**src/rtl/rv32i_mmio_pkg.sv**
```systemverilog
// Shared definitions for the memory-mapped UART transmitter: register
// offsets inside the 2-word window, STATUS bit positions and FSM states.
package rv32i_mmio_pkg;

  localparam logic [2:0] TXDATA_OFS = 3'd0;
  localparam logic [2:0] STATUS_OFS = 3'd4;

  localparam int ST_FULL      = 0;
  localparam int ST_EMPTY     = 1;
  localparam int ST_ACTIVE    = 2;
  localparam int ST_OVF       = 3;
  localparam int ST_COUNT_LSB = 4;
  localparam int ST_COUNT_W   = 4;

  localparam int DATA_BITS = 8;

  typedef enum logic [1:0] {
    S_IDLE  = 2'd0,
    S_START = 2'd1,
    S_DATA  = 2'd2,
    S_STOP  = 2'd3
  } uartState_t;

  // Assembles the STATUS word; every bit not listed reads as zero.
  function automatic logic [31:0] packStatus(
    input logic                  full,
    input logic                  empty,
    input logic                  active,
    input logic                  ovf,
    input logic [ST_COUNT_W-1:0] count
  );
    logic [31:0] s;
    s = '0;
    s[ST_FULL]   = full;
    s[ST_EMPTY]  = empty;
    s[ST_ACTIVE] = active;
    s[ST_OVF]    = ovf;
    s[ST_COUNT_LSB +: ST_COUNT_W] = count;
    return s;
  endfunction

endpackage

```
**src/rtl/mmio_uart_tx_sync_fifo.sv**
```systemverilog
// Small synchronous FIFO with a combinational head. A push while full is
// still accepted when a pop frees a slot on the same edge.
module sync_fifo
  #(
    parameter  int WIDTH = 8,
    parameter  int DEPTH = 4,
    localparam int AW    = $clog2(DEPTH),
    localparam int CW    = AW + 1
  )
  (
    input  logic             CLK,
    input  logic             RST,
    input  logic             push,
    input  logic             pop,
    input  logic [WIDTH-1:0] din,
    output logic [WIDTH-1:0] dout,
    output logic             full,
    output logic             empty,
    output logic [CW-1:0]    count
  );

  logic [WIDTH-1:0] r_mem [DEPTH];
  logic [AW-1:0]    r_wrPtr;
  logic [AW-1:0]    r_rdPtr;
  logic [CW-1:0]    r_count;
  logic             w_doPush;
  logic             w_doPop;

  assign w_doPop  = pop && !empty;
  assign w_doPush = push && (!full || w_doPop);

  // DEPTH is a power of two, so the pointers wrap naturally.
  always_ff @(posedge CLK) begin
    if (RST) begin
      r_wrPtr <= '0;
      r_rdPtr <= '0;
      r_count <= '0;
    end else begin
      if (w_doPush) r_wrPtr <= r_wrPtr + AW'(1);
      if (w_doPop)  r_rdPtr <= r_rdPtr + AW'(1);
      case ({w_doPush, w_doPop})
        2'b10:   r_count <= r_count + CW'(1);
        2'b01:   r_count <= r_count - CW'(1);
        default: r_count <= r_count;
      endcase
    end
  end

  always_ff @(posedge CLK) begin
    if (w_doPush) r_mem[r_wrPtr] <= din;
  end

  assign dout  = r_mem[r_rdPtr];
  assign full  = (r_count == CW'(DEPTH));
  assign empty = (r_count == '0);
  assign count = r_count;

endmodule

```
**src/rtl/mmio_uart_tx.sv**
```systemverilog
// Memory-mapped 8N1 UART transmitter on the CPU store path: TXDATA stores
// are queued in a FIFO and serialised on TX; STATUS is readable and clears overflow.
module mmio_uart_tx
  import rv32i_mmio_pkg::*;
  #(
    parameter logic [31:0] BASE_ADDR    = 32'h0000_1000,
    parameter int          CLKS_PER_BIT = 4,
    parameter int          FIFO_DEPTH   = 4
  )
  (
    input  logic        CLK,
    input  logic        RST,
    input  logic        MemWrite,
    input  logic [31:0] ALUResult,
    input  logic [31:0] WriteData,
    output logic [31:0] ReadData,
    output logic        TX,
    output logic        Busy
  );

  localparam int CW = $clog2(FIFO_DEPTH) + 1;
  localparam int BW = (CLKS_PER_BIT > 1) ? $clog2(CLKS_PER_BIT) : 1;

  uartState_t       r_state;
  logic [BW-1:0]    r_baudCnt;
  logic [2:0]       r_bitIdx;
  logic [7:0]       r_shift;
  logic             r_tx;
  logic             r_ovf;

  logic             w_hit;
  logic             w_txHit;
  logic             w_stHit;
  logic             w_push;
  logic             w_pop;
  logic             w_bitEnd;
  logic             w_full;
  logic             w_empty;
  logic [7:0]       w_head;
  logic [CW-1:0]    w_count;
  logic [3:0]       w_count4;
  logic             w_unused;

  // Word-granular decode: bit 2 picks the register, bits 1:0 are don't-care.
  assign w_hit   = (ALUResult[31:3] == BASE_ADDR[31:3]);
  assign w_txHit = w_hit && (ALUResult[2] == TXDATA_OFS[2]);
  assign w_stHit = w_hit && (ALUResult[2] == STATUS_OFS[2]);
  assign w_push  = MemWrite && w_txHit;

  assign w_bitEnd = (r_baudCnt == BW'(CLKS_PER_BIT - 1));

  // The head leaves the FIFO when a frame starts from idle or when a stop
  // bit ends with more data waiting, which keeps back-to-back frames gapless.
  assign w_pop = !w_empty &&
                 ((r_state == S_IDLE) || ((r_state == S_STOP) && w_bitEnd));

  sync_fifo #(
    .WIDTH (DATA_BITS),
    .DEPTH (FIFO_DEPTH)
  ) u_fifo (
    .CLK   (CLK),
    .RST   (RST),
    .push  (w_push),
    .pop   (w_pop),
    .din   (WriteData[7:0]),
    .dout  (w_head),
    .full  (w_full),
    .empty (w_empty),
    .count (w_count)
  );

  // Overflow is sticky: a dropped byte sets it, only a STATUS write clears it.
  always_ff @(posedge CLK) begin
    if (RST) begin
      r_ovf <= 1'b0;
    end else if (w_push && w_full && !w_pop) begin
      r_ovf <= 1'b1;
    end else if (MemWrite && w_stHit && WriteData[ST_OVF]) begin
      r_ovf <= 1'b0;
    end
  end

  always_ff @(posedge CLK) begin
    if (RST) begin
      r_state   <= S_IDLE;
      r_baudCnt <= '0;
      r_bitIdx  <= '0;
      r_shift   <= '0;
      r_tx      <= 1'b1;
    end else begin
      case (r_state)
        S_IDLE: begin
          r_tx      <= 1'b1;
          r_baudCnt <= '0;
          if (!w_empty) begin
            r_shift <= w_head;
            r_state <= S_START;
            r_tx    <= 1'b0;
          end
        end
        S_START: begin
          if (w_bitEnd) begin
            r_baudCnt <= '0;
            r_bitIdx  <= '0;
            r_state   <= S_DATA;
            r_tx      <= r_shift[0];
          end else begin
            r_baudCnt <= r_baudCnt + BW'(1);
          end
        end
        S_DATA: begin
          if (w_bitEnd) begin
            r_baudCnt <= '0;
            if (r_bitIdx == 3'd7) begin
              r_state <= S_STOP;
              r_tx    <= 1'b1;
            end else begin
              r_shift  <= {1'b0, r_shift[7:1]};
              r_bitIdx <= r_bitIdx + 3'd1;
              r_tx     <= r_shift[1];
            end
          end else begin
            r_baudCnt <= r_baudCnt + BW'(1);
          end
        end
        S_STOP: begin
          if (w_bitEnd) begin
            r_baudCnt <= '0;
            if (!w_empty) begin
              r_shift <= w_head;
              r_state <= S_START;
              r_tx    <= 1'b0;
            end else begin
              r_state <= S_IDLE;
              r_tx    <= 1'b1;
            end
          end else begin
            r_baudCnt <= r_baudCnt + BW'(1);
          end
        end
        default: begin
          r_state <= S_IDLE;
          r_tx    <= 1'b1;
        end
      endcase
    end
  end

  assign w_count4 = 4'(w_count);

  assign ReadData = w_stHit ? packStatus(w_full, w_empty, (r_state != S_IDLE),
                                         r_ovf, w_count4)
                            : 32'h0;
  assign TX       = r_tx;
  assign Busy     = !w_empty || (r_state != S_IDLE);

  assign w_unused = ^{ALUResult[1:0], WriteData[31:8]};

endmodule

```
**config.mk**
```make
export PLATFORM = sky130hd
export DESIGN_NAME = mmio_uart_tx
export DESIGN_NICKNAME = d
export VERILOG_FILES = /design/src/rtl/rv32i_mmio_pkg.sv /design/src/rtl/mmio_uart_tx_sync_fifo.sv /design/src/rtl/mmio_uart_tx.sv
export SDC_FILE = /design/constraint.sdc
export NUM_CORES = 1
export LEC_CHECK = 0
export CAP_MARGIN = 5
export CORE_MARGIN = 2
export CORE_UTILIZATION = 57
export CTS_BUF_LIST = sky130_fd_sc_hd__clkbuf_4 sky130_fd_sc_hd__clkbuf_8 sky130_fd_sc_hd__clkbuf_16
export DETAILED_ROUTE_END_ITERATION = 7
export DONT_BUFFER_PORTS = 1
export PLACE_DENSITY = 0.75
export REMOVE_ABC_BUFFERS = 1
export SYNTH_ARGS = -nofsm -noshare
export SYNTH_HDL_FRONTEND = slang
export SYNTH_SLANG_ARGS = --single-unit
```
**constraint.sdc**
```tcl
create_clock -name CLK -period 2.3 [get_ports CLK]
set_input_delay 0.575 -clock CLK [delete_from_list [all_inputs] [get_ports CLK]]
set_output_delay 0.575 -clock CLK [all_outputs]
set_load 0.005 [all_outputs]
```
==> flow_summary_export.csv, run 1 <==
group,metric,value,unit
yosys,synth.area.top_cells,"edfxtp_1, dfxtp_1, mux4_1",
route,viasPerCell,5.691,
timing,fin_skew,0.006567,ns
run_status,outcome,"finished, violations left",
route,vias,2043,
yosys,syn_inst,256,
final_layout,mostFrequentLayoutCell,"edfxtp_1",
run_status,violations,"negative setup slack",
power,max-vdd-ir-drop,0.6993,mV
cts,clock_sinks,58,
final_layout,final_cells,359,
yosys,ys_seq_area_frac,0.4852,
floorplanning,start_util,0.5940,
worst_setup_path,path_max_fanout,3,
grt,grt_pass1_wl,8.818,mm
yosys,yosysWarningCount,0,
cts,clock-root-buffer,"clkbuf_8",
place,dp_cells,339,
yosys,syn_area,3053,µm²
timing,setup-violations-final,1,
cts,clk_pin_slew_worst_paths,0.07,ns
worst_setup_path,cp.required,2.57,ns
cts,cts_buffer_depth,2,
yosys,synth_top_flop_cell,"edfxtp_1",
final_layout,diodes,0,
floorplanning,dieArea,5958,µm²
yosys,synthDistinctLibCells,51,
place,place_area,3171,µm²
power,p_per_area,688.7,nW/µm²
yosys,yosysTopAreaCell,"edfxtp_1",
worst_setup_path,path_class,"reg -> reg",
timing,period_minus_slack,2.328,ns
floorplanning,die_h,77.19,µm
grt,grt_max_degree,27,
cts,worst_skew_pair.late_latency,0.34,ns
yosys,ys_seq_elements,58,
cts,cts_tree,"yes",
place,place.gp.congestion,0.7572,
route,dr.pass1.iters,4,
timing,fin_ws,-0.02826,ns
final_layout,syn2layout_area_growth,12.91,%
floorplanning,rows,26,
cts,numCtsBuffers,9,
timing,period_share,1.012,
place,io_buffers,0,
grt,globalRouteOverflowTotal,0,
final_layout,final_core_util,0.6706,
yosys,avgSynthCellArea,11.93,µm²
route,drt-initial-drc-count,85,
floorplanning,core_area,5140,µm²
power,total_power,2374,µW
route,avgRoutedWirePerCell,15.73,µm
grt,grt_use_total,0.1948,
timing,max_freq,429.5,MHz
grt,antenna_found_initial,0,
worst_setup_path,worstPathArrival,2.60,ns
yosys,yosysTopAreaCellShare,0.3148,
route,drc,0,
floorplanning,ioPinCount,101,
place,dp_hpwl,3.874,mm
final_layout,nets,366,
timing,drv_slew,0,
final_layout,final_area,3447,µm²
route,drtAntennaViolNets,0,
yosys,async_reset_ff_frac,0,
worst_setup_path,start_kind,"flop",
worst_setup_path,critPathCaptureType,"flop",
grt,grt_pass1_vias,1877,
power,power.leakage,0.001232,µW
timing,hold_viol,0,
floorplanning,chipWidth,77.19,µm
final_layout,layout_common_cells,"edfxtp_1, buf_4, conb_1, dfxtp_1, nand2_1",
hold_path,hp-class,"in -> reg",
cts,htreeDepth,3,
yosys,synth_enable_flop_cells,32,
timing,rsz0062_at_grt,"true",
route,routed_wl,5.646,mm
job,drv_cap,0,
final_layout,drive_gt1_frac,0.2491,
==> per-stage QoR <==
stage          worst slack (ns)  setup TNS [ns]  hold WS (ns)
2_1_floorplan           -0.2313         -0.3030        0.4020
3_3_place_gp            -0.1299         -0.1299        0.4115
3_5_place_dp            -0.1481         -0.1811        0.4214
4_1_cts                0.006030               0        0.2827
5_1_grt                 -0.1184         -0.1184        0.2877
6_report               -0.02826        -0.02826        0.3010
==> power by group <==
part	switching, µW	leakage, µW	internal [µW]	total [µW]
combinational	159	0.000646	144	303
clock	434	0.0000885	506	940
sequential	16.7	0.000498	1110	1130
==> metal layers <==
metal	GRT usage	vias up	part of all wire
met5	0	-	0
met4	0.09643	0	0.017
met3	0.04941	8	0.058
met2	0.3191	81	0.51
met1	0.2396	976	0.41
li1	-	978	-
==> final cells by class <==
cell class	instances	area [µm²]
clock inverters	7	77.57
well taps	70	87.58
flip-flops and latches	58	1484
multi-input cells	175	1394
clock buffers	9	123.9
inverters	12	45.04
fillers	405	1693
repair buffers	28	235.2
==> Yosys cell counts (all sizes together), types with 5 or more instances <==
cell and instances:
inv 12, nor4 11, nor3 6, nand2 18
ha 14, and2 6, nand4 5, edfxtp 32
nor2 16, buf 29, o21ai 6, a31oi 7
clkbuf 6, a21oi 6, a311oi 9, dfxtp 26
mux4 8
==> timing repair <==
| item | CTS | global route |
|---|---|---|
| gates resized for setup | 5 | 10 |
| hold buffers | 0 | 0 |
| buffers inserted | 3 | 1 |
| endpoints found under the setup margin | 1 | 4 |
| pin swaps | 3 | 4 |
==> critical path, stage by stage (launching register included) <==
cell and delay, ns:
dfxtp_2 0.35, inv_2 0.06, ha_4 0.17, a21oi_4 0.13, a311o_1 0.22, nor3_2 0.05
inv_1 0.05, ha_2 0.17, inv_2 0.04, fa_2 0.32, xor2_1 0.15, or3_1 0.39
a21oi_2 0.15
==> kinds of logic after synthesis <==
family                     synth area share
and+or+nand+nor                      0.1570
xor gates and xnor gates            0.01148
adders and majority gates           0.06394
buffers and inverters                0.1016
AOI/OAI and AO/OA                    0.1074
DFF                                  0.4852
muxes                               0.07213
other                              0.001228
==> sequential cells by signal (all words and copies together), names as in the netlist, named ones only <==
register / flops
r_bitIdx: 3
u_fifo.r_rdPtr: 2
u_fifo.r_wrPtr: 2
r_state: 2
u_fifo.r_mem: 32
r_shift: 8
r_ovf: 1
u_fifo.count: 3
r_baudCnt: 2
TX: 1
==> final timing paths <==
path	start	end	cells after the start	slack, ns
worst max-delay path	r_state[0]$_SDFFE_PP0P_	u_fifo.count[2]$_SDFFE_PP0P_	12	-0.03
worst min-delay path	RST	r_state[0]$_SDFFE_PP0P_	1	0.30
worst max register to register	r_state[0]$_SDFFE_PP0P_	u_fifo.count[2]$_SDFFE_PP0P_	12	-0.03
worst min register to register	r_baudCnt[0]$_SDFF_PP0_	r_baudCnt[0]$_SDFF_PP0_	1	0.43
Power figures use the tool's default switching activity.
==> run 2: changes to the inputs <==
CAP_MARGIN = 20   (was 5)
CTS_BUF_LIST = default   (was sky130_fd_sc_hd__clkbuf_4 sky130_fd_sc_hd__clkbuf_8 sky130_fd_sc_hd__clkbuf_16)
SETUP_SLACK_MARGIN = 0.1   (was default)
==> flow_summary_export.csv, run 2 (same netlist as run 1, synthesis figures left out) <==
group,metric,value,unit
worst_setup_path,path_max_fanout,3,
cts,cts_buffer_depth,2,
cts,clk_pin_slew_worst_paths,0.07,ns
worst_setup_path,startpoint,"r_state[0]$_SDFFE_PP0P_",
hold_path,min_from,"RST",
run_status,violations,"negative setup slack",
timing,max_freq,434.6,MHz
power,p_int,1767,µW
floorplanning,dieArea,5958,µm²
final_layout,drive_gt1_frac,0.2612,
route,drc,0,
final_layout,layout_common_cells,"edfxtp_1, buf_4, conb_1, dfxtp_1, nand2_1",
place,dp_hpwl,3.874,mm
power,pwr-share-comb,0.127,
grt,antenna_found_initial,0,
grt,grt_use_total,0.1976,
worst_setup_path,rr_startpoint,"r_state[0]$_SDFFE_PP0P_",
timing,hold_viol,0,
power,total_power,2373,µW
power,p_sw,606.0,µW
final_layout,final_area,3532,µm²
cts,cts_tree,"yes",
worst_setup_path,start_kind,"flop",
grt,grt_max_degree,27,
power,power_frac_seq,0.477,
final_layout,syn2layout_area_growth,15.70,%
floorplanning,start_util,0.5940,
place,place.gp.congestion,0.7572,
timing,fin_worst_hold_slack,0.3044,ns
place,place_area,3171,µm²
power,pwr-share-clk,0.396,
place,dp_cells,339,
cts,cts-hold-fix-buffers,0,
final_layout,mostFrequentLayoutCell,"edfxtp_1",
power,max-vdd-ir-drop,0.6986,mV
final_layout,reg_top3,"u_fifo.r_mem: 32 flops, r_shift: 8 flops",
route,dr.pass1.iters,4,
floorplanning,die_h,77.19,µm
grt,grt_pass1_wl,8.983,mm
final_layout,nets,368,
place,io_buffers,0,
hold_path,hp-class,"in -> reg",
power,p_per_area,671.8,nW/µm²
floorplanning,ioPinCount,101,
final_layout,final_cells,361,
power,power.leakage,0.001264,µW
worst_setup_path,path_class,"reg -> reg",
power,swShare,0.2554,
route,vias,2035,
run_status,outcome,"finished, violations left",
worst_setup_path,worstPathArrival,2.57,ns
final_layout,final_core_util,0.6872,
timing,fin_ws,-0.001192,ns
grt,globalRouteOverflowTotal,0,
cts,worst_skew_pair.late_latency,0.33,ns
timing,setup-violations-final,1,
timing,rsz0062_at_grt,"true",
route,viasPerCell,5.637,
cts,clock_sinks,58,
route,routed_wl,5.707,mm
worst_setup_path,cp.required,2.56,ns
cts,htreeDepth,3,
final_layout,largest_register_ffs,32,
cts,numCtsBuffers,9,
timing,period_share,1.001,
route,drtAntennaViolNets,0,
route,avgRoutedWirePerCell,15.81,µm
cts,clock-root-buffer,"clkbuf_8",
timing,drv_slew,0,
grt,grt_pass1_vias,1908,
final_layout,diodes,0,
floorplanning,chipWidth,77.19,µm
timing,period_minus_slack,2.301,ns
floorplanning,rows,26,
route,drt-initial-drc-count,113,
job,drv_cap,0,
worst_setup_path,critPathCaptureType,"flop",
timing,fin_skew,0.006408,ns
final_layout,regMostFlops,"u_fifo.r_mem",
floorplanning,core_area,5140,µm²
[run 2: cell count changes in the layout (fill, tap and decap cells not counted)]
| cell | delta |
|---|---|
| buf_4 | +1 |
| buf_6 | +1 |
| dfxtp_1 | -1 |
| dfxtp_2 | +1 |
| nor3_2 | -1 |
| nor3_4 | +1 |
| nor4_1 | -1 |
| nor4_2 | -4 |
| nor4_4 | +5 |
| nor4b_2 | -1 |
| nor4b_4 | +1 |
[run 2: power groups by stage]
stage                     Sequential, µW  Clock, µW  Combinational, µW
after global placement              1150          0                247
final                               1130        940                301
after CTS                           1130        964                295
after floorplan                     1150          0                171
after detailed placement            1150          0                258
after global routing                1130       1000                332
[run 2: per-layer routing]
metal | GRT usage | part of all wire | vias up
met2 | 0.3252 | 0.51 | 79
met5 | 0 | 0 | -
li1 | - | - | 982
met1 | 0.2428 | 0.42 | 966
met4 | 0.09643 | 0.017 | 0
met3 | 0.04941 | 0.063 | 8
[run 2: metrics by stage]
step                  TNS, ns  setup slack, ns
global route         -0.09507         -0.09507
global placement      -0.1299          -0.1299
finish              -0.001192        -0.001192
detailed placement    -0.1811          -0.1481
CTS                         0          0.08513
floorplan             -0.3030          -0.2313
[run 2: worst max-delay path, cell delays in order (launching register included)]
cell and delay [ns]:
dfxtp_2 0.34, ha_2 0.20, a21oi_4 0.16, a311o_1 0.22, nor3_2 0.05, inv_1 0.05
ha_2 0.17, inv_2 0.04, fa_2 0.34, xor2_1 0.15, or3_1 0.35, a21oi_2 0.15
[run 2: final timing paths]
kind,endpoint,slack [ns],cells past startpoint
max reg2reg,u_fifo.count[2]$_SDFFE_PP0P_,-0.001,11
max,u_fifo.count[2]$_SDFFE_PP0P_,-0.001,11
min reg2reg,r_baudCnt[0]$_SDFF_PP0_,0.41,1
min,r_state[0]$_SDFFE_PP0P_,0.30,1
[run 2: area by class of cell]
type | instances | area, µm²
Fill cell | 385 | 1608
Clock buffer | 9 | 123.9
Sequential cell | 58 | 1485
Timing Repair Buffer | 30 | 254.0
Tap cell | 70 | 87.58
Multi-Input combinational cell | 175 | 1459
Inverter | 12 | 45.04
Clock inverter | 7 | 77.57
[run 2: repair_timing]
item                                    CTS  global route
pin swaps                                 5             3
setup buffers                             3             3
endpoints found under the setup margin    6             8
resized for setup                        17             8
==> run 3: changes to the inputs <==
MAX_ROUTING_LAYER = met4   (was default)
==> flow_summary_export.csv, run 3 (same netlist as run 1, synthesis figures left out) <==
group,metric,value,unit
cts,cts_buffer_depth,2,
final_layout,nets,368,
route,viasPerCell,5.643,
timing,fin_setup_tns,-0.002167,ns
cts,numCtsBuffers,9,
worst_setup_path,path_max_fanout,3,
final_layout,regMostFlops,"u_fifo.r_mem",
run_status,violations,"negative setup slack",
floorplanning,die_h,77.19,µm
floorplanning,chipWidth,77.19,µm
hold_path,whs_path_depth,1,
power,power.leakage,0.001264,µW
final_layout,mostFrequentLayoutCell,"edfxtp_1",
power,p_per_area,672.1,nW/µm²
timing,drv_slew,0,
place,io_buffers,0,
route,drt-initial-drc-count,111,
route,routed_wl,5.660,mm
worst_setup_path,start_kind,"flop",
hold_path,hp-class,"in -> reg",
worst_setup_path,path_class,"reg -> reg",
floorplanning,ioPinCount,101,
grt,grt_pass1_wl,8.976,mm
power,max-vdd-ir-drop,0.6996,mV
cts,cts_tree,"yes",
cts,clock_sinks,58,
job,drv_cap,0,
floorplanning,core_area,5140,µm²
final_layout,nFillCells,385,
route,vias,2037,
worst_setup_path,critPathCaptureType,"flop",
final_layout,syn2layout_area_growth,15.70,%
final_layout,reg_top3,"u_fifo.r_mem: 32 flops, r_shift: 8 flops",
cts,clock-root-buffer,"clkbuf_8",
place,place.gp.congestion,0.7671,
timing,setup-violations-final,1,
grt,grt_max_degree,27,
cts,worst_skew_pair.late_latency,0.33,ns
timing,max_freq,434.4,MHz
cts,cts-hold-fix-buffers,0,
timing,hold_viol,0,
final_layout,final_core_util,0.6872,
worst_setup_path,worstPathArrival,2.57,ns
final_layout,layout_common_cells,"edfxtp_1, buf_4, conb_1, dfxtp_1, nand2_1",
place,dp_hpwl,3.874,mm
route,drc,0,
grt,grt_pass1_vias,1913,
timing,period_minus_slack,2.302,ns
timing,rsz0062_at_grt,"true",
run_status,outcome,"finished, violations left",
final_layout,drive_gt1_frac,0.2612,
timing,period_share,1.001,
cts,clk_pin_slew_worst_paths,0.07,ns
final_layout,diodes,0,
route,avgRoutedWirePerCell,15.68,µm
worst_setup_path,cp.required,2.57,ns
floorplanning,rows,26,
final_layout,largest_register_ffs,32,
grt,globalRouteOverflowTotal,0,
floorplanning,dieArea,5958,µm²
route,drtAntennaViolNets,0,
grt,grt_use_total,0.2030,
timing,fin_skew,0.006132,ns
worst_setup_path,ff2ff_path_depth,11,
timing,fin_ws,-0.002167,ns
route,dr.pass1.iters,4,
floorplanning,start_util,0.5940,
cts,htreeDepth,3,
grt,antenna_found_initial,0,
## run 3: cell counts in the layout (fill, tap and decap cells not counted)
Identical to the previous run, type by type.
## run 3: timing repair
| item | 4_1_cts | 5_1_grt |
|---|---|---|
| pin swaps | 5 | 3 |
| setup endpoints to repair | 6 | 8 |
| buffers inserted | 3 | 3 |
| cloned | 0 | 0 |
| gates resized for setup | 17 | 8 |
## run 3: worst paths after layout
path,startpoint,endpoint,slack (ns)
worst max register to register,r_state[0]$_SDFFE_PP0P_,u_fifo.count[2]$_SDFFE_PP0P_,-0.002
worst min register to register,r_baudCnt[0]$_SDFF_PP0_,r_baudCnt[0]$_SDFF_PP0_,0.41
worst max-delay path,r_state[0]$_SDFFE_PP0P_,u_fifo.count[2]$_SDFFE_PP0P_,-0.002
worst min-delay path,RST,r_state[0]$_SDFFE_PP0P_,0.30
## run 3: area by class of cell
class | count | area (µm²) | share of cell area
clock buffers | 9 | 123.9 | 0.03507
multi-input cells | 175 | 1459 | 0.4130
flip-flops and latches | 58 | 1485 | 0.4205
clock inverters | 7 | 77.57 | 0.02196
repair buffers | 30 | 254.0 | 0.07191
well taps | 70 | 87.58 | 0.02480
inverters | 12 | 45.04 | 0.01275
## run 3: per-stage QoR
stage	hold slack, ns	cells	area, µm²	setup slack, ns	power (µW)
after floorplan	0.4020	245	2878	-0.2313	1320
after global placement	0.4115	339	3171	-0.1299	1397
after detailed placement	0.4214	339	3171	-0.1481	1409
after CTS	0.2827	358	3460	0.08513	2390
after global routing	0.2891	361	3532	-0.09549	2467
final	0.3020	361	3532	-0.002167	2374
## run 3: critical path, stage by stage, from the launching register on
cell     delay (ns)
dfxtp_2        0.34
ha_2           0.20
a21oi_4        0.17
a311o_1        0.22
nor3_2         0.05
inv_1          0.05
ha_2           0.17
inv_2          0.04
fa_2           0.34
xor2_1         0.15
or3_1          0.35
a21oi_2        0.15
## run 3: layer usage
metal	wire (µm)	up-vias	GRT usage
li1	-	983	-
met2	2866	73	0.3270
met1	2399	973	0.2404
met3	297	8	0.04941
met5	0	-	-
met4	96	0	0.09643
## run 3: power by group
group / switching, µW / internal, µW / total [µW]
clock network: 435 / 506 / 941
registers: 16.2 / 1120 / 1130
logic: 156 / 145 / 301
